<file path="config.mk">
export PLATFORM = sky130hd
export DESIGN_NAME = bus_addr_decoder
export DESIGN_NICKNAME = d
export VERILOG_FILES = /design/src/rtl/bus_addr_decoder.sv
export SDC_FILE = /design/constraint.sdc
export NUM_CORES = 1
export LEC_CHECK = 0
export CAP_MARGIN = 10
export CORE_MARGIN = 2
export CORE_UTILIZATION = 50
export DETAILED_ROUTE_END_ITERATION = 6
export HOLD_SLACK_MARGIN = 0.02
export PLACE_DENSITY = 0.72
export SYNTH_ARGS = -nofsm -noshare
export SYNTH_HDL_FRONTEND = slang
export SYNTH_SLANG_ARGS = --single-unit
</file>
<file path="constraint.sdc">
create_clock -name clk -period 2.45 [get_ports clk]
set_input_delay 0.49 -clock clk [delete_from_list [all_inputs] [get_ports clk]]
set_output_delay 0.49 -clock clk [all_outputs]
set_load 0.01 [all_outputs]
</file>
<file path="src/rtl/bus_addr_decoder.sv">
// bus_addr_decoder: shifts in a serial device ID, waits for slave ready, drives one-hot select and read-mux index.
// Define SPLIT_SUPPORT_EN to add split-transaction parking (SPLIT state, split_req).
module bus_addr_decoder #(
  parameter int NUM_SLAVES = 3,
  parameter int DEV_WIDTH = 4,
  parameter int READY_TIMEOUT = 16,
  localparam int RW = NUM_SLAVES > 1 ? $clog2(NUM_SLAVES) : 1
) (
  input  logic                  clk,
  input  logic                  rstn,
  input  logic                  bus_busy,
  input  logic                  master_valid,
  input  logic                  wr_bus,
  input  logic [NUM_SLAVES-1:0] s_ready,
  input  logic [NUM_SLAVES-1:0] s_split,
  output logic [NUM_SLAVES-1:0] s_sel,
  output logic [RW-1:0]         rd_sel,
  output logic                  ack,
  output logic                  dec_err,
  output logic                  split_req
);
  localparam int CW = $clog2(DEV_WIDTH + 1);
  localparam int TW = $clog2(READY_TIMEOUT + 1);
  localparam logic [DEV_WIDTH:0] NS = (DEV_WIDTH + 1)'(NUM_SLAVES);
`ifdef SPLIT_SUPPORT_EN
  typedef enum logic [2:0] {IDLE, ADDR, DECODE, CONNECT, WAIT_REL, SPLIT} state_t;
`else
  typedef enum logic [2:0] {IDLE, ADDR, DECODE, CONNECT, WAIT_REL} state_t;
`endif
  state_t state, state_n;
  logic [CW-1:0] cnt, cnt_n;
  logic [DEV_WIDTH-1:0] sh, sh_n, sh_in;
  logic [TW-1:0] tmo, tmo_n;
  logic [NUM_SLAVES-1:0] s_sel_n, hot;
  logic [RW-1:0] rd_sel_n;
  logic ack_n, err_n, id_ok, rdy, parked;
  assign sh_in = DEV_WIDTH'({sh, wr_bus});
  assign id_ok = {1'b0, sh} < NS;
  assign hot = NUM_SLAVES'(1) << sh;
  assign rdy = |(s_ready & hot);
`ifdef SPLIT_SUPPORT_EN
  logic [RW-1:0] park, park_n;
  logic [NUM_SLAVES-1:0] park_hot;
  logic split_n, bb_q;
  assign parked = state == SPLIT;
  assign park_hot = NUM_SLAVES'(1) << park;
  always_ff @(posedge clk or negedge rstn)
    if (!rstn) begin
      park <= '0;
      split_req <= 1'b0;
      bb_q <= 1'b0;
    end else begin
      park <= park_n;
      split_req <= split_n;
      bb_q <= bus_busy;
    end
`else
  logic unused_split;
  assign unused_split = ^s_split;
  assign parked = 1'b0;
  assign split_req = 1'b0;
`endif
  always_comb begin
    state_n = state;
    cnt_n = cnt;
    sh_n = sh;
    tmo_n = tmo;
    s_sel_n = s_sel;
    rd_sel_n = rd_sel;
    ack_n = 1'b0;
    err_n = 1'b0;
`ifdef SPLIT_SUPPORT_EN
    park_n = park;
    split_n = split_req;
`endif
    if (!bus_busy && !parked) begin
      state_n = IDLE;
      cnt_n = '0;
      sh_n = '0;
      tmo_n = '0;
      s_sel_n = '0;
      rd_sel_n = '0;
    end else begin
      case (state)
        IDLE: if (master_valid) begin
          sh_n = sh_in;
          cnt_n = CW'(1);
          state_n = DEV_WIDTH == 1 ? DECODE : ADDR;
        end
        ADDR: if (master_valid) begin
          sh_n = sh_in;
          cnt_n = cnt + 1'b1;
          state_n = cnt == CW'(DEV_WIDTH - 1) ? DECODE : ADDR;
        end
        DECODE: begin
          // ready is checked before the limit so a last-cycle ready still connects
          if (!id_ok || (!rdy && tmo == TW'(READY_TIMEOUT - 1))) begin
            err_n = 1'b1;
            state_n = WAIT_REL;
          end else if (rdy) begin
            s_sel_n = hot;
            rd_sel_n = sh[RW-1:0];
            ack_n = 1'b1;
            state_n = CONNECT;
          end else tmo_n = tmo + 1'b1;
        end
`ifdef SPLIT_SUPPORT_EN
        CONNECT: if (|(s_split & s_sel)) begin
          s_sel_n = '0;
          rd_sel_n = '0;
          park_n = rd_sel;
          split_n = 1'b1;
          cnt_n = '0;
          sh_n = '0;
          state_n = SPLIT;
        end
        SPLIT: begin
          if (split_req && !(|(s_split & park_hot))) split_n = 1'b0;
          // other masters' frames are only watched for an ID aimed at the parked slave
          if (!split_req && bus_busy && !bb_q) begin
            s_sel_n = park_hot;
            rd_sel_n = park;
            ack_n = 1'b1;
            cnt_n = '0;
            sh_n = '0;
            state_n = CONNECT;
          end else if (!bus_busy) begin
            cnt_n = '0;
            sh_n = '0;
          end else if (master_valid && cnt != CW'(DEV_WIDTH)) begin
            sh_n = sh_in;
            cnt_n = cnt + 1'b1;
            err_n = cnt == CW'(DEV_WIDTH - 1) && sh_in == DEV_WIDTH'(park);
          end
        end
`endif
        default: ;
      endcase
    end
  end
  always_ff @(posedge clk or negedge rstn)
    if (!rstn) begin
      state <= IDLE;
      cnt <= '0;
      sh <= '0;
      tmo <= '0;
      s_sel <= '0;
      rd_sel <= '0;
      ack <= 1'b0;
      dec_err <= 1'b0;
    end else begin
      state <= state_n;
      cnt <= cnt_n;
      sh <= sh_n;
      tmo <= tmo_n;
      s_sel <= s_sel_n;
      rd_sel <= rd_sel_n;
      ack <= ack_n;
      dec_err <= err_n;
    end
endmodule

</file>
==> results of run 1 <==
==> placed cells by master, fill, tap and decap left out, drive strengths merged, types with 3 or more instances in the layout <==
cell type and n:
inv 5, dfrtp 22, nand2b 5, buf 3, a21oi 6, ha 4
nor2 7, o21ai 3, nand3 5, nand3b 3, mux2i 10, clkdlybuf4s50 14
clkbuf 4, o211ai 4, nand2 9
==> cells by family after synthesis <==
family,after synthesis,share of synthesized area (%)
buffers and inverters,11,4.59
other,1,0.320
AND/OR/NAND/NOR,37,17.9
flip-flops,22,47.0
adder cells (fa/ha/maj),4,4.27
multiplexers,10,9.62
AO/OA/AOI/OAI,23,16.2
==> sequential cells by signal, summed over array words and instances (netlist names) <==
name     flops
sh           4
ack          1
state        3
tmo          5
dec_err      1
cnt          3
s_sel        3
rd_sel       2
==> final timing paths <==
check	start	to	depth (start not counted)
worst min register to register	rd_sel[1]$_DFFE_PN0P_	rd_sel[1]$_DFFE_PN0P_	1
worst min-delay path	rstn	tmo[2]$_DFFE_PN0P_	2
max in group asynchronous	rstn	sh[0]$_DFFE_PN0P_	2
worst max-delay path	tmo[0]$_DFFE_PN0P_	tmo[3]$_DFFE_PN0P_	6
worst max register to register	tmo[0]$_DFFE_PN0P_	tmo[3]$_DFFE_PN0P_	6
min in group clk	rd_sel[1]$_DFFE_PN0P_	rd_sel[1]$_DFFE_PN0P_	1
==> routing by layer <==
metal,vias to the layer above,wire length [um],track usage [%]
met5,-,0,0
met4,0,44,8.97
met3,8,72,3.71
met2,20,1020,32.5
met1,421,1030,25.0
li1,416,-,-
==> synthesized netlist by cell type (2+ instances only) <==
cell type / count / share of area, %
a21oi_1: 6 / 2.6
a31o_2: 2 / 1.5
clkbuf_1: 3 / 0.96
dfrtp_1: 22 / 47
ha_1: 4 / 4.3
inv_1: 5 / 1.6
mux2i_1: 9 / 7.7
nand2_1: 9 / 2.9
nand2b_1: 5 / 2.7
nand3_1: 4 / 1.7
nand3b_1: 3 / 1.9
nor2_1: 7 / 2.2
o211ai_1: 4 / 2.6
o21ai_0: 3 / 1.3
o31ai_1: 2 / 1.3
==> area by class of cell <==
class | count | area (um^2)
repair buffers | 17 | 163
clock buffers | 4 | 36.3
multi-input cells | 75 | 567
flip-flops and latches | 22 | 551
fillers | 199 | 842
inverters | 5 | 18.8
well taps | 28 | 35.0
==> power breakdown <==
group	internal, mW	total, mW	switching (mW)
registers	0.372	0.385	0.0132
logic	0.0418	0.0898	0.0480
clock network	0.0909	0.203	0.113
total	0.505	0.679	0.174
==> critical path, delay by kind of cell, from the launching register on <==
kind,cells,cell delay (ns)
fa+ha+maj,2,0.43
compound gates,1,0.17
simple gates,3,0.91
flops,1,0.44
==> metrics by stage <==
step	utilization, %	hold WS [ns]
finish	61.9	0.504
global route	61.9	0.548
CTS	61.9	0.511
detailed placement	60.3	0.506
global placement	60.3	0.509
floorplan	-	0.194
==> metrics.md, run 1 <==
| Metric | Value |
|---|---|
| Layout cells sized above 1 | `15.4%` |
| Fmax | `499 MHz` |
| CTS Sinks | `22` |
| I/O pin cnt | `19` |
| Reg-to-reg slack, setup | `between 0.4 and 0.5 ns` |
| GPL Wtd Cong | `0.726` |
| Ant. Diodes | `0` |
| Final slew viol count | `0` |
| Largest net degree at the start of global routing | `23` |
| RSZ-0062 raised after global routing | `no` |
| Leakage | `0.593 nW` |
| Status | `complete, no violations` |
| Post-route clock period utilization | `81.9%` |
| Final nets | `139` |
| Worst skew pair latency | `0.31 ns` |
| Non-Filler Instances | `151` |
| Cells along the critical path | `ha_1 -> and3_1 -> ha_1 -> nand3b_1 -> or4_1 -> a21oi_1` |
| Finished Cell Area | `1370 um^2` |
| Global-route wire length before repair | `between 3000 and 4000 um` |
| Setup ws final | `0.444 ns` |
| Routed Antenna Nets | `0` |
| Initial Util | `52.9%` |
| Inserted Clock Buffers | `3` |
| Yosys warns | `0` |
| Worst vdd ir | `between 300 and 400 uV` |
| Post-Synthesis Cells | `108` |
| Vias per inst | `5.73` |
| Mapped Avg Cell Area | `10.8 um^2` |
| Crit path launch type | `flip-flop` |
| Setup TNS | `0 ns` |
| Total of max-cap violations | `0` |
| CP required | `2.69 ns` |
| Die W | `52.4 um` |
| CTS clock-pin slew for the worst setup and hold paths | `0.12 ns` |
| Crit. End Element | `flip-flop` |
| Place WS | `0.296 ns` |
| Register area share after synthesis | `47.0%` |
| Root buf cell | `clkbuf_4` |
| CTS H-tree lvls | `1` |
| Number of global-route vias before repair | `880` |
| Yosys reg bits | `22` |
| Placed cell count | `147` |
| CP arrival | `2.25 ns` |
| CTS tree | `yes` |
| Congestion Overflow GR | `0` |
| Initial DRC Count | `6` |
| Mapped Area | `1170 um^2` |
| Net Count, Synth | `between 100 and 150` |
| Post-CTS resize count | `0` |
| Avg WL per Cell | `approximately 14 um` |
| Residual DRC | `0` |
| First-pass iteration count of the detailed router | `4` |
| Worst setup path class | `flip-flop to flip-flop` |
| # rows | `17` |
| Vias | `865` |
| Count of cell types in the netlist | `35` |
| CP max stage delay | `0.50 ns` |
| Power Density | `between 400 and 500 nW/um^2` |
| Clock skew | `0.00581 ns` |
| CP max-delay cell | `or4_1` |
| Main synth FF type | `dfrtp_1` |
| Clock tree buffer depth | `2` |
| Power, Total | `just under 0.7 mW` |
| Final Hold Viols | `0` |
| Chip height | `52.4 um` |
| GRT Total Usage | `19.7%` |
| Die area | `2750 um^2` |
| Placed Area | `approximately 1300 um^2` |
| Min Tclk post-route | `2.01 ns` |
| Post-synth ARST share | `100%` |
| Hold Buf Count CTS | `0` |
| Layout area overhead | `17.0%` |
| Core area | `2210 um^2` |
| Routed wire length | `2170 um` |
| Port Buffer Count | `14` |
| CP dominant cell by count | `ha_1` |
| Worst hold path type | `input pin to async pin` |
| Setup violations, final | `0` |
| EDFF count, synth | `0` |
| Initial antenna violation count | `0` |
| Setup Buffers After CTS | `0` |
| DP HPWL | `1480 um` |
| CP max FO | `4` |
(Power assumes the default switching activity.)
==> run 2: changes to the inputs <==
--- a/config.mk
+++ b/config.mk
@@ -7,10 +7,10 @@
 export LEC_CHECK = 0
 export CAP_MARGIN = 10
 export CORE_MARGIN = 2
-export CORE_UTILIZATION = 50
+export CORE_UTILIZATION = 47
 export DETAILED_ROUTE_END_ITERATION = 6
 export HOLD_SLACK_MARGIN = 0.02
-export PLACE_DENSITY = 0.72
+export PLACE_DENSITY = 0.71
 export SYNTH_ARGS = -nofsm -noshare
 export SYNTH_HDL_FRONTEND = slang
 export SYNTH_SLANG_ARGS = --single-unit
==> constraint.sdc (replaced) <==
create_clock -name clk -period 1.8 [get_ports clk]
set_input_delay 0.36 -clock clk [delete_from_list [all_inputs] [get_ports clk]]
set_output_delay 0.36 -clock clk [all_outputs]
set_load 0.01 [all_outputs]
==> metrics.md, run 2 (synthesis gave the netlist of run 1 again) <==
| Metric | Value |
|---|---|
| Placed Area | `1440 um^2 (+8.1%)` |
| Crit path launch type | `flip-flop` |
| Worst hold path type | `input pin to async pin` |
| Non-Filler Instances | `172 (+14%)` |
| Clock tree buffer depth | `2 (unchanged)` |
| # rows | `18 (+1)` |
| Largest net degree at the start of global routing | `23 (unchanged)` |
| Leakage | `0.678 nW (+14%)` |
| First-pass iteration count of the detailed router | `4 (unchanged)` |
| RSZ-0062 raised after global routing | `yes` |
| Port Buffer Count | `14 (unchanged)` |
| Crit. End Element | `flip-flop` |
| Power Density | `581 nW/um^2 (+17%)` |
| Fmax | `562 MHz (+13%)` |
| Routed Antenna Nets | `0 (unchanged)` |
| Core area | `2410 um^2 (+8.9%)` |
| CTS H-tree lvls | `1 (unchanged)` |
| Place WS | `-0.134 ns (-0.430 ns)` |
| Congestion Overflow GR | `0 (unchanged)` |
| Min Tclk post-route | `1.78 ns (-0.226 ns)` |
| Chip height | `53.9 um (+2.9%)` |
| Crit Reg-Reg Startpoint | `tmo[1]$_DFFE_PN0P_` |
| Vias | `969 (+12%)` |
| Biggest regs | `tmo x5, sh x4` |
| Commonest non-fill, non-tap cell in the layout | `buf_4` |
| Layout cells sized above 1 | `31.7% (+16 points)` |
| Clock skew | `0.00423 ns (-0.00158 ns)` |
| Ant. Diodes | `0 (unchanged)` |
| Final slew viol count | `0 (unchanged)` |
| Residual DRC | `0 (unchanged)` |
| Worst vdd ir | `558 uV (+54%)` |
| CTS clock-pin slew for the worst setup and hold paths | `0.11 ns (about the same)` |
| Largest register FFs | `5 (unchanged)` |
| Worst setup path class | `flip-flop to flip-flop` |
| Number of global-route vias before repair | `884 (+0.45%)` |
| Global-route wire length before repair | `3780 um (-3.3%)` |
| Finished Cell Area | `1540 um^2 (+13%)` |
| Inserted Clock Buffers | `3 (unchanged)` |
| Routed wire length | `2400 um (+10%)` |
| Status | `complete, no violations` |
| GRT Total Usage | `18.7% (-1.0 points)` |
| CP required | `2.04 ns (-0.65 ns)` |
| Most frequent cells in the layout | `buf_4, dfrtp_1, clkdlybuf4s50_1, nand2_1, mux2i_1` |
| Worst skew pair latency | `0.31 ns (about the same)` |
| Die area | `2910 um^2 (+5.9%)` |
| Final nets | `159 (+14%)` |
| CTS tree | `yes` |
| Setup ws final | `0.0206 ns (-0.424 ns)` |
| CTS Sinks | `22 (unchanged)` |
| Root buf cell | `clkbuf_4` |
| Initial antenna violation count | `0 (unchanged)` |
| Initial DRC Count | `22 (+16)` |
| Placed cell count | `163 (+11%)` |
| Vias per inst | `5.63 (-1.7%)` |
| Final Hold Viols | `0 (unchanged)` |
| Hold Buf Count CTS | `0 (unchanged)` |
| Setup violations, final | `0 (unchanged)` |
| Total of max-cap violations | `0 (unchanged)` |
| Avg WL per Cell | `13.9 um (-3.2%)` |
| I/O pin cnt | `19 (unchanged)` |
| GPL Wtd Cong | `0.789 (+8.7%)` |
| DP HPWL | `1630 um (+10%)` |
| Initial Util | `48.6% (-4.3 points)` |
| Worst Setup SP | `tmo[1]$_DFFE_PN0P_` |
| Die W | `53.9 um (+2.9%)` |
| Largest Register | `tmo` |
| Min Hold Slack | `0.379 ns (-0.126 ns)` |
| Power, Total | `0.898 mW (+32%)` |
| CP max FO | `4 (unchanged)` |
| Layout area overhead | `31.8%` |
| CP arrival | `2.02 ns (-0.23 ns)` |
| Post-route clock period utilization | `98.9% (+17 points)` |
-- run 2: changes by cell type in the layout (fill, tap and decap cells not counted), sizes merged --
cell / before / now
buf: 3 / 23
clkbuf: 4 / 3
-- run 2: path summary, 6_finish.rpt --
check / slack [ns] / to / depth (start not counted)
min in group clk: 0.54 / s_sel[2]$_DFFE_PN0P_ / 1
min reg2reg: 0.54 / s_sel[2]$_DFFE_PN0P_ / 1
max reg2reg: 0.02 / tmo[3]$_DFFE_PN0P_ / 6
max: 0.02 / tmo[3]$_DFFE_PN0P_ / 6
min: 0.38 / cnt[2]$_DFFE_PN0P_ / 2
max in group asynchronous: 1.19 / sh[0]$_DFFE_PN0P_ / 2
-- run 2: repair_timing --
item | CTS | global route
hold endpoints to repair | 0 | 0
pin swaps | 4 | 3
setup buffers | 3 | 3
resized for setup | 5 | 3
endpoints found under the setup margin | 1 | 2
-- run 2: power breakdown --
part | internal (mW) | leakage (nW) | switching (mW) | total [mW]
clock | 0.0784 | 0.0138 | 0.144 | 0.222
sequential | 0.507 | 0.301 | 0.0154 | 0.522
combinational | 0.0781 | 0.363 | 0.0752 | 0.153
-- run 2: cell type report --
class,instances,area [um^2]
well taps,30,37.5
clock buffers,3,22.5
fillers,187,866
inverters,5,18.8
multi-input cells,75,601
flip-flops and latches,22,552
repair buffers,37,313
-- run 2: metrics by stage --
step	TNS [ns]	util, %
floorplan	0	-
global placement	-0.716	59.8
detailed placement	-0.967	59.8
CTS	-0.0300	62.6
global route	-0.0540	64.1
finish	0	64.1
-- run 2: metal layers --
metal / GRT usage, % / up-vias / part of all wire, %
li1: - / 458 / -
met1: 23.2 / 478 / 43
met2: 30.5 / 26 / 49
met3: 5.00 / 7 / 5.4
met4: 8.12 / 0 / 2.4
met5: 0 / - / 0
-- run 2: critical path: stages, from the launching register on --
cell and delay (ns):
dfrtp_1 0.41, ha_2 0.19, and3_4 0.18, ha_4 0.15
nand3b_1 0.20, or4_1 0.44, a21oi_2 0.14
==> run 3: changes to the inputs <==
--- a/config.mk
+++ b/config.mk
@@ -7,10 +7,11 @@
 export LEC_CHECK = 0
 export CAP_MARGIN = 10
 export CORE_MARGIN = 2
-export CORE_UTILIZATION = 47
+export CORE_UTILIZATION = 50
+export CTS_CLUSTER_SIZE = 8
 export DETAILED_ROUTE_END_ITERATION = 6
 export HOLD_SLACK_MARGIN = 0.02
-export PLACE_DENSITY = 0.71
+export PLACE_DENSITY = 0.72
 export SYNTH_ARGS = -nofsm -noshare
 export SYNTH_HDL_FRONTEND = slang
 export SYNTH_SLANG_ARGS = --single-unit
==> constraint.sdc (replaced) <==
create_clock -name clk -period 1.7 [get_ports clk]
set_input_delay 0.34 -clock clk [delete_from_list [all_inputs] [get_ports clk]]
set_output_delay 0.34 -clock clk [all_outputs]
set_load 0.01 [all_outputs]
==> metrics.md, run 3 (synthesis gave the netlist of run 1 again) <==
| Metric | Value |
|---|---|
| Status | `finished, violations left` |
| Failing checks | `setup timing` |
| Inserted Clock Buffers | `3 (unchanged)` |
| Layout area overhead | `34.2%` |
| Largest Register | `tmo` |
| Number of global-route vias before repair | `925 (+4.6%)` |
| Initial DRC Count | `12 (-45%)` |
| Vias per inst | `5.42 (-3.8%)` |
| Power Density | `613 nW/um^2 (+5.5%)` |
| CTS tree | `yes` |
| Placed Area | `1440 um^2 (+0.17%)` |
| Global-route wire length before repair | `3970 um (+4.9%)` |
| Root buf cell | `clkbuf_4` |
| GPL Wtd Cong | `0.795 (+0.79%)` |
| Worst skew pair latency | `0.31 ns (about the same)` |
| Die W | `52.4 um (-2.8%)` |
| Clock skew | `0.00486 ns (+0.000626 ns)` |
| Post-route clock period utilization | `101% (+1.7 points)` |
| Worst hold path type | `input pin to async pin` |
| Final Hold Viols | `0 (unchanged)` |
| CP max stage delay | `0.40 ns (-0.04 ns)` |
| CTS Sinks | `22 (unchanged)` |
| Leakage | `0.692 nW (+2.1%)` |
| I/O pin cnt | `19 (unchanged)` |
| Commonest non-fill, non-tap cell in the layout | `buf_4` |
| Total of max-cap violations | `0 (unchanged)` |
| Largest register FFs | `5 (unchanged)` |
| Setup violations, final | `2 (+2)` |
| Worst setup path class | `flip-flop to flip-flop` |
| Reg-to-Reg End | `tmo[0]$_DFFE_PN0P_` |
| Worst vdd ir | `475 uV (-15%)` |
| Routed Antenna Nets | `0 (unchanged)` |
| CP max FO | `3 (-1)` |
| Congestion Overflow GR | `0 (unchanged)` |
| Layout cells sized above 1 | `32.9% (+1.2 points)` |
| Initial Util | `52.9% (+4.3 points)` |
| First-pass iteration count of the detailed router | `3 (-1)` |
| CP required | `1.95 ns (-0.09 ns)` |
| Port Buffer Count | `14 (unchanged)` |
| Routed wire length | `2410 um (+0.50%)` |
| Crit. End Element | `flip-flop` |
| Avg WL per Cell | `14.1 um (+1.1%)` |
| CTS clock-pin slew for the worst setup and hold paths | `0.11 ns (about the same)` |
| Final slew viol count | `0 (unchanged)` |
| Setup ws final | `-0.00923 ns (-0.0298 ns)` |
| Ant. Diodes | `0 (unchanged)` |
| # rows | `17 (-1)` |
| Reg2Reg Depth | `8 (+2)` |
| GRT Total Usage | `19.8% (+1.1 points)` |
| Crit-path leading delay family | `simple AND/OR/NAND/NOR gates` |
| Crit path launch type | `flip-flop` |
| CP dominant cell by count | `buf_4` |
| DP HPWL | `1650 um (+0.73%)` |
| Final core utilization | `71.0% (+7.0 points)` |
| Min Tclk post-route | `1.71 ns (-0.0702 ns)` |
| Most frequent cells in the layout | `buf_4, dfrtp_1, clkdlybuf4s50_1, nand2_1, mux2i_1` |
| Hold Buf Count CTS | `0 (unchanged)` |
| Chip height | `52.4 um (-2.8%)` |
| Final nets | `160 (+0.63%)` |
| Finished Cell Area | `1570 um^2 (+1.8%)` |
| Biggest regs | `tmo x5, sh x4` |
| Core area | `2210 um^2 (-8.2%)` |
| Reg-to-reg slack, setup | `-0.009 ns (-0.03 ns)` |
| Crit. path cell count | `8 (+2)` |
| Fmax | `585 MHz (+4.1%)` |
| Die area | `2750 um^2 (-5.6%)` |
| CP max-delay cell | `dfrtp_1` |
| RSZ-0062 raised after global routing | `yes` |
| CP arrival | `1.96 ns (-0.06 ns)` |
| Clock tree buffer depth | `2 (unchanged)` |
| Residual DRC | `0 (unchanged)` |
| Largest net degree at the start of global routing | `23 (unchanged)` |
| Initial antenna violation count | `0 (unchanged)` |
| Crit Reg-Reg Startpoint | `tmo[0]$_DFFE_PN0P_` |
| Cells along the critical path | `ha_2 -> and3_4 -> ha_4 -> nand3b_1 -> buf_4 -> nor2_1 -> buf_4 -> mux2i_1` |
| Worst Path Buf+Inv | `2 (+2)` |
| Vias | `927 (-4.3%)` |
| CTS H-tree lvls | `1 (unchanged)` |
run 3: final cells by class:
cell class,instances,area (um^2)
clock buffers,3,22.5
repair buffers,38,320
fillers,166,641
inverters,5,18.8
multi-input cells,75,622
well taps,28,35.0
flip-flops and latches,22,553
run 3: worst max-delay path by stage:
stage / slack [ns] / endpoint / start
floorplan: 0.01 / tmo[3]$_DFFE_PN0P_ / tmo[0]$_DFFE_PN0P_
detailed placement: -0.22 / state[1]$_DFFE_PN0P_ / s_ready[2]
global route: -0.10 / tmo[0]$_DFFE_PN0P_ / tmo[0]$_DFFE_PN0P_
finish: -0.009 / tmo[0]$_DFFE_PN0P_ / tmo[0]$_DFFE_PN0P_
global placement: -0.20 / s_sel[2]$_DFFE_PN0P_ / s_ready[2]
CTS: 0.005 / state[1]$_DFFE_PN0P_ / sh[0]$_DFFE_PN0P_
run 3: metal layers:
| layer | share of wire (%) | global-route usage [%] | up-vias |
|---|---|---|---|
| met5 | 0 | 0 | - |
| met4 | 2.8 | 8.97 | 0 |
| met3 | 3.0 | 3.14 | 7 |
| met2 | 48 | 32.7 | 17 |
| met1 | 46 | 25.3 | 442 |
| li1 | - | - | 461 |
run 3: metrics by stage:
step | cells | hold WS [ns] | setup TNS (ns) | setup slack (ns) | power [mW]
3_3_place_gp | 161 | 0.506 | -1.74 | -0.200 | 0.714
3_5_place_dp | 161 | 0.509 | -2.00 | -0.220 | 0.717
5_1_grt | 171 | 0.399 | -0.645 | -0.101 | 1.01
2_1_floorplan | 108 | 0.0444 | 0 | 0.0119 | 0.646
4_1_cts | 168 | 0.364 | 0 | 0.00504 | 0.959
6_report | 171 | 0.355 | -0.0127 | -0.00923 | 0.964
run 3: repair_timing:
action                                  CTS  global route
resized for setup                         4             5
endpoints found under the setup margin    9             8
pin swaps                                 0             3
setup buffers                             4             3
run 3: report_power, final:
group          internal [mW]  switching [mW]  total, mW
clock                 0.0831           0.152      0.235
combinational         0.0917          0.0867      0.178
sequential             0.537          0.0139      0.550
==> RTL change (settings of run 2) <==
Build with the macro `SPLIT_SUPPORT_EN` defined.
--- a/src/rtl/bus_addr_decoder.sv
+++ b/src/rtl/bus_addr_decoder.sv
@@ -2,2 +2,4 @@
 // Define SPLIT_SUPPORT_EN to add split-transaction parking (SPLIT state, split_req).
+`define SPLIT_SUPPORT_EN
+
 module bus_addr_decoder #(
Function: changed (Yosys sat finds a counterexample within 10 cycles, from zero or initial values and one cycle with rstn low).
==> RTL change against run 2 <==
The flow now finishes with violations (negative setup slack). Area after synthesis increased by 44%. Routed wire length increased by 90%. Cell area increased by 50%. Worst hold slack got worse by 0.015 ns. Setup slack got worse by 0.046 ns. Sequential share of layout area decreased by 7.5 points. Total power increased by 55%. Sequential power increased by 26%. Cell count increased by 62%. Sequential cell count increased by 4.
==> RTL change: results (changes against run 2) <==
Power and ir drop
  – Clock network power: 310 uW (+40%)
  – Switching Share: 30.18% (+4.1 points)
  – Clock Power Share: 22.3% (-2.5 points)
  – Worst VDD drop: 0.4693 mV (-16%)
  – Lkg Pwr: 0.001082 uW (+60%)
  – Combinational power: 421 uW (+180%)

Worst setup path
  – Largest fanout on the critical path: 5 (+1)
  – Slowest stage cell, crit path: dfrtp_2
  – Crit path largest cell delay: 0.48 ns (+0.04 ns)
  – Crit path max-delay family: compound AO/OA/AOI/OAI gates

Status
  – Failing checks: negative setup slack
  – Status: complete, but fails checks

Detailed routing
  – Post-Route M1 WL: 1.882 mm (+81%)
  – Initial detailed-routing violation count: 76 (+250%)
  – Routed WL per cell: 16.36 um (+17%)
  – Wire length on met3: 218 um (+69%)
  – DR WL met2: 2.334 mm (+100%)

Timing
  – Clock Skews: 0.006797 ns (+0.002565 ns)
  – Setup ws final: -0.02552 ns (-0.04609 ns)
  – Final setup viols: 3 (+3)
  – Setup TNS: -0.03719 ns (-0.03719 ns)

Placement
  – DP Area: 2166 um^2 (+50%)
  – GP Congestion: 0.8820 (+12%)

Synth
  – Mapped Cells: 177 (+64%)
  – Synth unique cells: 52 (+49%)

Finish
  – Non-clock buffer count: 61 (+65%)
  – Layout cells sized above 1: 30.47% (-1.2 points)
  – Inverters: 10 (+5)
  – Final Net Count: 250 (+57%)
  – Multi-input gates: 132 (+76%)
  – Sequential share of cell area: 28.22% (-7.5 points)
  – Fillers: 262 (+40%)

Global route
  – GR Util met3: 4.225% (-0.77 points)
  – Largest net degree at the start of global routing: 27 (+17%)
  – First-pass GRT wire length: 7.521 mm (+99%)
  – Vias in the first global route: 1610 (+82%)
  – Met2 usage: 41.93% (+11 points)
  – All-Layer GR Usage: 23.78% (+5.1 points)
  – GR Util met1: 28.33% (+5.2 points)

Floorplan
  – DIE AREA: 4075 um^2 (+40%)

CTS
  – Worst-Skew Late Latency: 0.34 ns (+0.03 ns)
  – Reg clk slew, reported paths: 0.15 ns (+0.04 ns)
RTL change: cell count changes in the layout (fill, tap and decap cells not counted), sizes merged, moves of 3 or more:
cell	run 2	this run
mux2	0	6
o211ai	4	1
clkdlybuf4s50	14	18
nand4	0	3
and2	0	3
xnor2	0	3
o21ai	3	16
dfrtp	22	26
inv	5	10
a21boi	0	3
nor2	7	12
and3	1	4
nand2	9	17
buf	23	43
RTL change: path summary, 6_finish.rpt:
kind / startpoint / cells past startpoint / slack, ns / end
min in group clk: split_req / 1 / 0.53 / split_req
max: sh[1] / 4 / -0.03 / s_sel[1]
max reg2reg: sh[1] / 4 / -0.03 / s_sel[1]
min reg2reg: split_req / 1 / 0.53 / split_req
max in group asynchronous: rstn / 2 / 1.17 / state[1]
min: rstn / 2 / 0.36 / cnt[1]
RTL change: repair_timing:
action	CTS	global route
hold buffers	0	0
endpoints found under the setup margin	11	15
gates resized for setup	4	16
buffers inserted	0	5
pin swaps	4	13
